--- config.mk ---
export PLATFORM = sky130hd
export DESIGN_NAME = mutative_miss_classifier
export DESIGN_NICKNAME = d
export VERILOG_FILES = /design/src/rtl/mutative_miss_classifier.sv
export SDC_FILE = /design/constraint.sdc
export NUM_CORES = 2
export LEC_CHECK = 0
export BUFFER_PORTS_ARGS = -buffer_cell sky130_fd_sc_hd__buf_2
export CAP_MARGIN = 20
export CORE_MARGIN = 4
export CORE_UTILIZATION = 25
export CTS_BUF_LIST = sky130_fd_sc_hd__clkbuf_8
export CTS_CLUSTER_DIAMETER = 100
export DETAILED_ROUTE_END_ITERATION = 8
export HOLD_SLACK_MARGIN = 0.02
export SKIP_LAST_GASP = 1
export SLEW_MARGIN = 20
export SYNTH_ARGS = -nofsm -noshare
export SYNTH_HDL_FRONTEND = slang
export SYNTH_SLANG_ARGS = --single-unit
--- constraint.sdc ---
create_clock -name clk -period 20.1 [get_ports clk]
set_input_delay 3.015 -clock clk [delete_from_list [all_inputs] [get_ports clk]]
set_output_delay 3.015 -clock clk [all_outputs]
set_load 0.1 [all_outputs]
--- src/rtl/mutative_miss_classifier.sv ---
// Miss classifier: shadow fully-associative LRU directory beside the real cache,
// registering hit/full flags per request. Statistics counters need MUTATIVE_MISS_STATS_EN.
module mutative_miss_classifier #(
    parameter int ADDR_WIDTH  = 32,
    parameter int OFFSET_BITS = 5,
    parameter int NUM_LINES   = 16
) (
    input  logic                        clk,
    input  logic                        rst,
    input  logic                        cpu_req,
    input  logic [ADDR_WIDTH-1:0]       cpu_addr,
    input  logic                        rc_line_valid,
    input  logic                        rc_hit,
    input  logic                        rc_full,
    input  logic                        cache_ready,
    output logic                        real_cache_valid,
    output logic                        real_cache_hit,
    output logic                        full_assoc_hit,
    output logic                        real_cache_full,
    output logic                        full_assoc_full,
    output logic [31:0]                 access_count,
    output logic [31:0]                 conflict_count,
    output logic [31:0]                 capacity_count,
    output logic [1:0]                  state,
    output logic [$clog2(NUM_LINES):0]  valid_count
);

    localparam int TW = ADDR_WIDTH - OFFSET_BITS;
    localparam int AW = $clog2(NUM_LINES);
    localparam int CW = AW + 1;

    localparam logic [1:0] S_IDLE   = 2'd0;
    localparam logic [1:0] S_UPDATE = 2'd1;
    localparam logic [1:0] S_WAIT   = 2'd2;

    logic [NUM_LINES-1:0] ent_valid;
    logic [TW-1:0]        ent_tag [NUM_LINES];
    logic [AW-1:0]        ent_age [NUM_LINES];

    logic [TW-1:0] line_q;
    logic [AW-1:0] hit_idx_q;
    logic [TW-1:0] req_line;
    logic          cmp_hit;
    logic [AW-1:0] cmp_idx;
    logic [AW-1:0] free_idx;
    logic [AW-1:0] victim_idx;
    logic          capture;
    logic          unused_offset;

    assign req_line      = cpu_addr[ADDR_WIDTH-1:OFFSET_BITS];
    assign unused_offset = ^cpu_addr[OFFSET_BITS-1:0];
    assign capture       = (state == S_IDLE) && cpu_req;

    always_ff @(posedge clk or posedge rst) begin
        if (rst) begin
            state <= S_IDLE;
        end else begin
            case (state)
                S_IDLE:   if (cpu_req) state <= S_UPDATE;
                S_UPDATE: state <= S_WAIT;
                S_WAIT:   if (cache_ready) state <= S_IDLE;
                default:  state <= S_IDLE;
            endcase
        end
    end

    // Parallel tag compare plus lowest-free and LRU-victim searches.
    always_comb begin
        cmp_hit    = 1'b0;
        cmp_idx    = '0;
        free_idx   = '0;
        victim_idx = '0;
        for (int i = NUM_LINES - 1; i >= 0; i--) begin
            if (ent_valid[i] && (ent_tag[i] == req_line)) begin
                cmp_hit = 1'b1;
                cmp_idx = AW'(i);
            end
            if (!ent_valid[i]) free_idx = AW'(i);
            if (ent_age[i] == AW'(NUM_LINES - 1)) victim_idx = AW'(i);
        end
    end

    always_ff @(posedge clk or posedge rst) begin
        if (rst) begin
            real_cache_valid <= 1'b0;
            real_cache_hit   <= 1'b0;
            real_cache_full  <= 1'b0;
            full_assoc_hit   <= 1'b0;
            full_assoc_full  <= 1'b0;
            line_q           <= '0;
            hit_idx_q        <= '0;
        end else if (capture) begin
            real_cache_valid <= rc_line_valid;
            real_cache_hit   <= rc_hit;
            real_cache_full  <= rc_full;
            full_assoc_hit   <= cmp_hit;
            full_assoc_full  <= (valid_count == CW'(NUM_LINES));
            line_q           <= req_line;
            hit_idx_q        <= cmp_idx;
        end
    end

    // Directory update uses only the captured flags; ages remain a permutation.
    always_ff @(posedge clk or posedge rst) begin
        if (rst) begin
            for (int i = 0; i < NUM_LINES; i++) begin
                ent_valid[i] <= 1'b0;
                ent_tag[i]   <= '0;
                ent_age[i]   <= '0;
            end
            valid_count <= '0;
        end else if (state == S_UPDATE) begin
            if (full_assoc_hit) begin
                for (int i = 0; i < NUM_LINES; i++) begin
                    if (ent_valid[i] && (ent_age[i] < ent_age[hit_idx_q]))
                        ent_age[i] <= ent_age[i] + 1'b1;
                end
                ent_age[hit_idx_q] <= '0;
            end else if (!full_assoc_full) begin
                for (int i = 0; i < NUM_LINES; i++) begin
                    if (AW'(i) == free_idx) begin
                        ent_valid[i] <= 1'b1;
                        ent_tag[i]   <= line_q;
                        ent_age[i]   <= '0;
                    end else if (ent_valid[i]) begin
                        ent_age[i] <= ent_age[i] + 1'b1;
                    end
                end
                valid_count <= valid_count + 1'b1;
            end else begin
                for (int i = 0; i < NUM_LINES; i++) begin
                    if (AW'(i) == victim_idx) begin
                        ent_tag[i] <= line_q;
                        ent_age[i] <= '0;
                    end else begin
                        ent_age[i] <= ent_age[i] + 1'b1;
                    end
                end
            end
        end
    end

`ifdef MUTATIVE_MISS_STATS_EN
    always_ff @(posedge clk or posedge rst) begin
        if (rst) begin
            access_count   <= '0;
            conflict_count <= '0;
            capacity_count <= '0;
        end else if ((state == S_UPDATE) && real_cache_valid) begin
            access_count <= access_count + 32'd1;
            if (!real_cache_hit && (full_assoc_hit || !real_cache_full))
                conflict_count <= conflict_count + 32'd1;
            if (!real_cache_hit && !full_assoc_hit && real_cache_full && full_assoc_full)
                capacity_count <= capacity_count + 32'd1;
        end
    end
`else
    assign access_count   = '0;
    assign conflict_count = '0;
    assign capacity_count = '0;
`endif

endmodule

==> impl_metrics.tcl <==
set metrics [dict create \
    dominantRegCellSynth "sky130_fd_sc_hd__dfrtp_1" \
    power-per-cell-area_nw_per_um2 122.0 \
    grt_pass1_vias 23208 \
    path_clk_slew_ns 0.06 \
    ys_async_sr_fraction_pct 100.0 \
    arrival_ns 6.37 \
    postCtsSetupRepairBufs 0 \
    yosysWarningCount 0 \
    grt_overflow 0 \
    drt-initial-drc-count 2427 \
    num-nets-final 3023 \
    clock_sinks 555 \
    timing.critical_path.fanout_max 17 \
    clock_path_buffers 3 \
    core_area_sq_um 126100 \
    final_setup_fails 0 \
    hp-class "reg2reg" \
    yosysTopAreaCell "sky130_fd_sc_hd__dfrtp_1" \
    post-synth-top-count-cell "sky130_fd_sc_hd__dfrtp_1" \
    layout_min_cycle_time_ns 5.720 \
    die_w_microns 365.1 \
    route.antenna.remaining_nets 0 \
    synth.lib_cells_used.distinct 88 \
    worst_slew_margin_rel_pct 16.71 \
    h_tree_level_count 3 \
    tritoncts "built" \
    synth_seq_cells 555 \
    numCtsBuffers 95 \
    finalHoldViolations 0 \
    cts-resized-gates 0 \
    design.die.area_sq_um 133300 \
    nFillCells 13026 \
    routed_wl_microns 105700 \
    start_util_pct 25.29 \
    final_min_period_over_clock_period_pct 28.46 \
    synth_area_leaders "sky130_fd_sc_hd__dfrtp_1, sky130_fd_sc_hd__mux2_2, sky130_fd_sc_hd__xnor2_1" \
    cells_after_synth 2861 \
    post_route_cells_drive_above_1_share_pct 25.23 \
    post_synth.cell_area_avg_sq_um 11.14 \
    largest_net_degree_at_the_start_of_global_routing 88 \
    via_per_inst 5.112 \
    hold_worst_slack_ns 0.4747 \
    worst_pin_slew_ns 1.249 \
    numPortBuffers 45 \
    grt_antenna_before_repair 4 \
    gp_congestion 0.9037 \
    grt_setup_unrepaired "false" \
    synth_seq_area_share_pct 43.57 \
    route.detailed.drc 0 \
    critical_path_class "in2reg" \
    synth_largest_type_area_fraction_pct 43.57 \
    critical_path_required_ns 20.75 \
    clk_latency_ns 0.74 \
    max_slew_vio_count 0 \
    p_leak_nw 15.87 \
    grt_usage_pct 15.54 \
    grt_pass1_wl_microns 154900 \
    setup_tns_ns 0 \
    place_hpwl_microns 66060 \
    die_y_microns 365.1 \
    cts-root-buf "sky130_fd_sc_hd__clkbuf_8" \
    commonest_cells_in_the_synthesized_netlist "sky130_fd_sc_hd__dfrtp_1, sky130_fd_sc_hd__mux2_2, sky130_fd_sc_hd__xnor2_1, sky130_fd_sc_hd__nand2_1, sky130_fd_sc_hd__xor2_1" \
    synth-edff-count 0 \
    detail_route.wl_per_cell_microns 22.77 \
    drv_cap 0 \
    detail_route.first_pass.iterations 5 \
    hold_buffer_count_at_cts 0 \
    core.rowCount 130 \
    finClkSkew_ns 0.04538 \
    synthToLayoutAreaGrowth_pct 11.68 \
    vdd_ir_drop_max_mv 0.06426 \
    design.portCount 147 \
    outcome "finished, final reports clean" \
    post_synthesis_instance_area_sq_um 31870 \
    cp-end-kind "flop" \
    routed-via-count 23737 \
    kind_of_start_point_of_the_critical_path "primary input" \
    clock.fmax_mhz 174.8 \
]
cells by family after synthesis:
group	synth area share (%)
AO/OA/AOI/OAI	6.575
AND/OR/NAND/NOR	13.34
flip-flops	43.57
adder cells (fa/ha/maj)	2.591
other	0.01176
XOR/XNOR	11.98
multiplexers	16.91
buffers and inverters	5.021
routing by layer:
metal  vias up  GRT usage, %  part of all wire (%)
li1      10327             -                     -
met1     12185         21.68                    45
met2       963         24.09                    44
met3       260         2.896                   7.5
met4         2         5.507                   3.7
met5         -             0                 0.012
metrics by stage:
step	utilization [%]	instances	power, mW	setup WS (ns)	cell area, sq um
3_5_place_dp	26.64	4470	3.249	13.70	33580
3_3_place_gp	26.63	4470	3.217	13.76	33570
2_1_floorplan	-	2956	2.696	1.566	32230
5_1_grt	28.23	4640	4.558	14.13	35590
4_1_cts	28.20	4638	4.328	14.49	35550
6_report	28.24	4643	4.342	14.38	35600
registers in the layout (all words and copies together) (netlist names):
signal	cells
ent_age	64
ent_tag	432
ent_valid	16
full_assoc_full	1
full_assoc_hit	1
hit_idx_q	4
line_q	27
real_cache_full	1
real_cache_hit	1
real_cache_valid	1
state	2
valid_count	5
worst paths after layout:
path / from / end / slack, ns / depth (start not counted)
max: cpu_addr[20] / full_assoc_hit / 14.38 / 9
min: line_q[4] / line_q[4] / 0.47 / 2
max reg2reg: ent_valid[8] / ent_tag[151] / 15.89 / 6
min reg2reg: line_q[4] / line_q[4] / 0.47 / 2
max in group asynchronous: rst / real_cache_valid / 14.68 / 5
min in group asynchronous: rst / ent_age[27] / 2.42 / 2
final cells by class:
cell class | count | area, sq um | share of cell area (%)
multi-input cells | 2123 | 16760 | 47.09
flip-flops and latches | 555 | 13890 | 39.02
clock buffers | 125 | 1720 | 4.833
diodes | 4 | 10.01 | 0.02812
clock inverters | 43 | 251.5 | 0.7065
repair buffers | 118 | 797.0 | 2.239
inverters | 25 | 101.3 | 0.2847
well taps | 1650 | 2064 | 5.800
cells in the final DEF (no fill, tap or decap), types with 43 or more instances in the layout:
cell type	n
sky130_fd_sc_hd__clkbuf_8	125
sky130_fd_sc_hd__buf_2	45
sky130_fd_sc_hd__mux2_2	435
sky130_fd_sc_hd__nand2_1	191
sky130_fd_sc_hd__ha_1	66
sky130_fd_sc_hd__buf_4	71
sky130_fd_sc_hd__nand3_1	72
sky130_fd_sc_hd__nand4_1	140
sky130_fd_sc_hd__o21ai_0	71
sky130_fd_sc_hd__xnor2_1	251
sky130_fd_sc_hd__nor3_1	43
sky130_fd_sc_hd__conb_1	96
sky130_fd_sc_hd__inv_1	51
sky130_fd_sc_hd__nor4_1	86
sky130_fd_sc_hd__dfrtp_1	553
sky130_fd_sc_hd__nor2_1	59
sky130_fd_sc_hd__xor2_1	185
where the power goes:
part,internal [mW],total [mW],switching (mW)
sequential,1.37,1.71,0.349
combinational,0.566,1.56,0.991
clock,0.570,1.07,0.501
worst max-delay path, stage by stage:
cell and delay (ns):
sky130_fd_sc_hd__buf_2 0.61, sky130_fd_sc_hd__xor2_1 0.17, sky130_fd_sc_hd__nor4_1 1.04, sky130_fd_sc_hd__nand4_1 0.17
sky130_fd_sc_hd__nor4_1 0.71, sky130_fd_sc_hd__nor2b_1 0.19, sky130_fd_sc_hd__nand3_1 0.23, sky130_fd_sc_hd__nor2_1 0.08
sky130_fd_sc_hd__a22oi_1 0.13
Power figures use the tool's default switching activity.
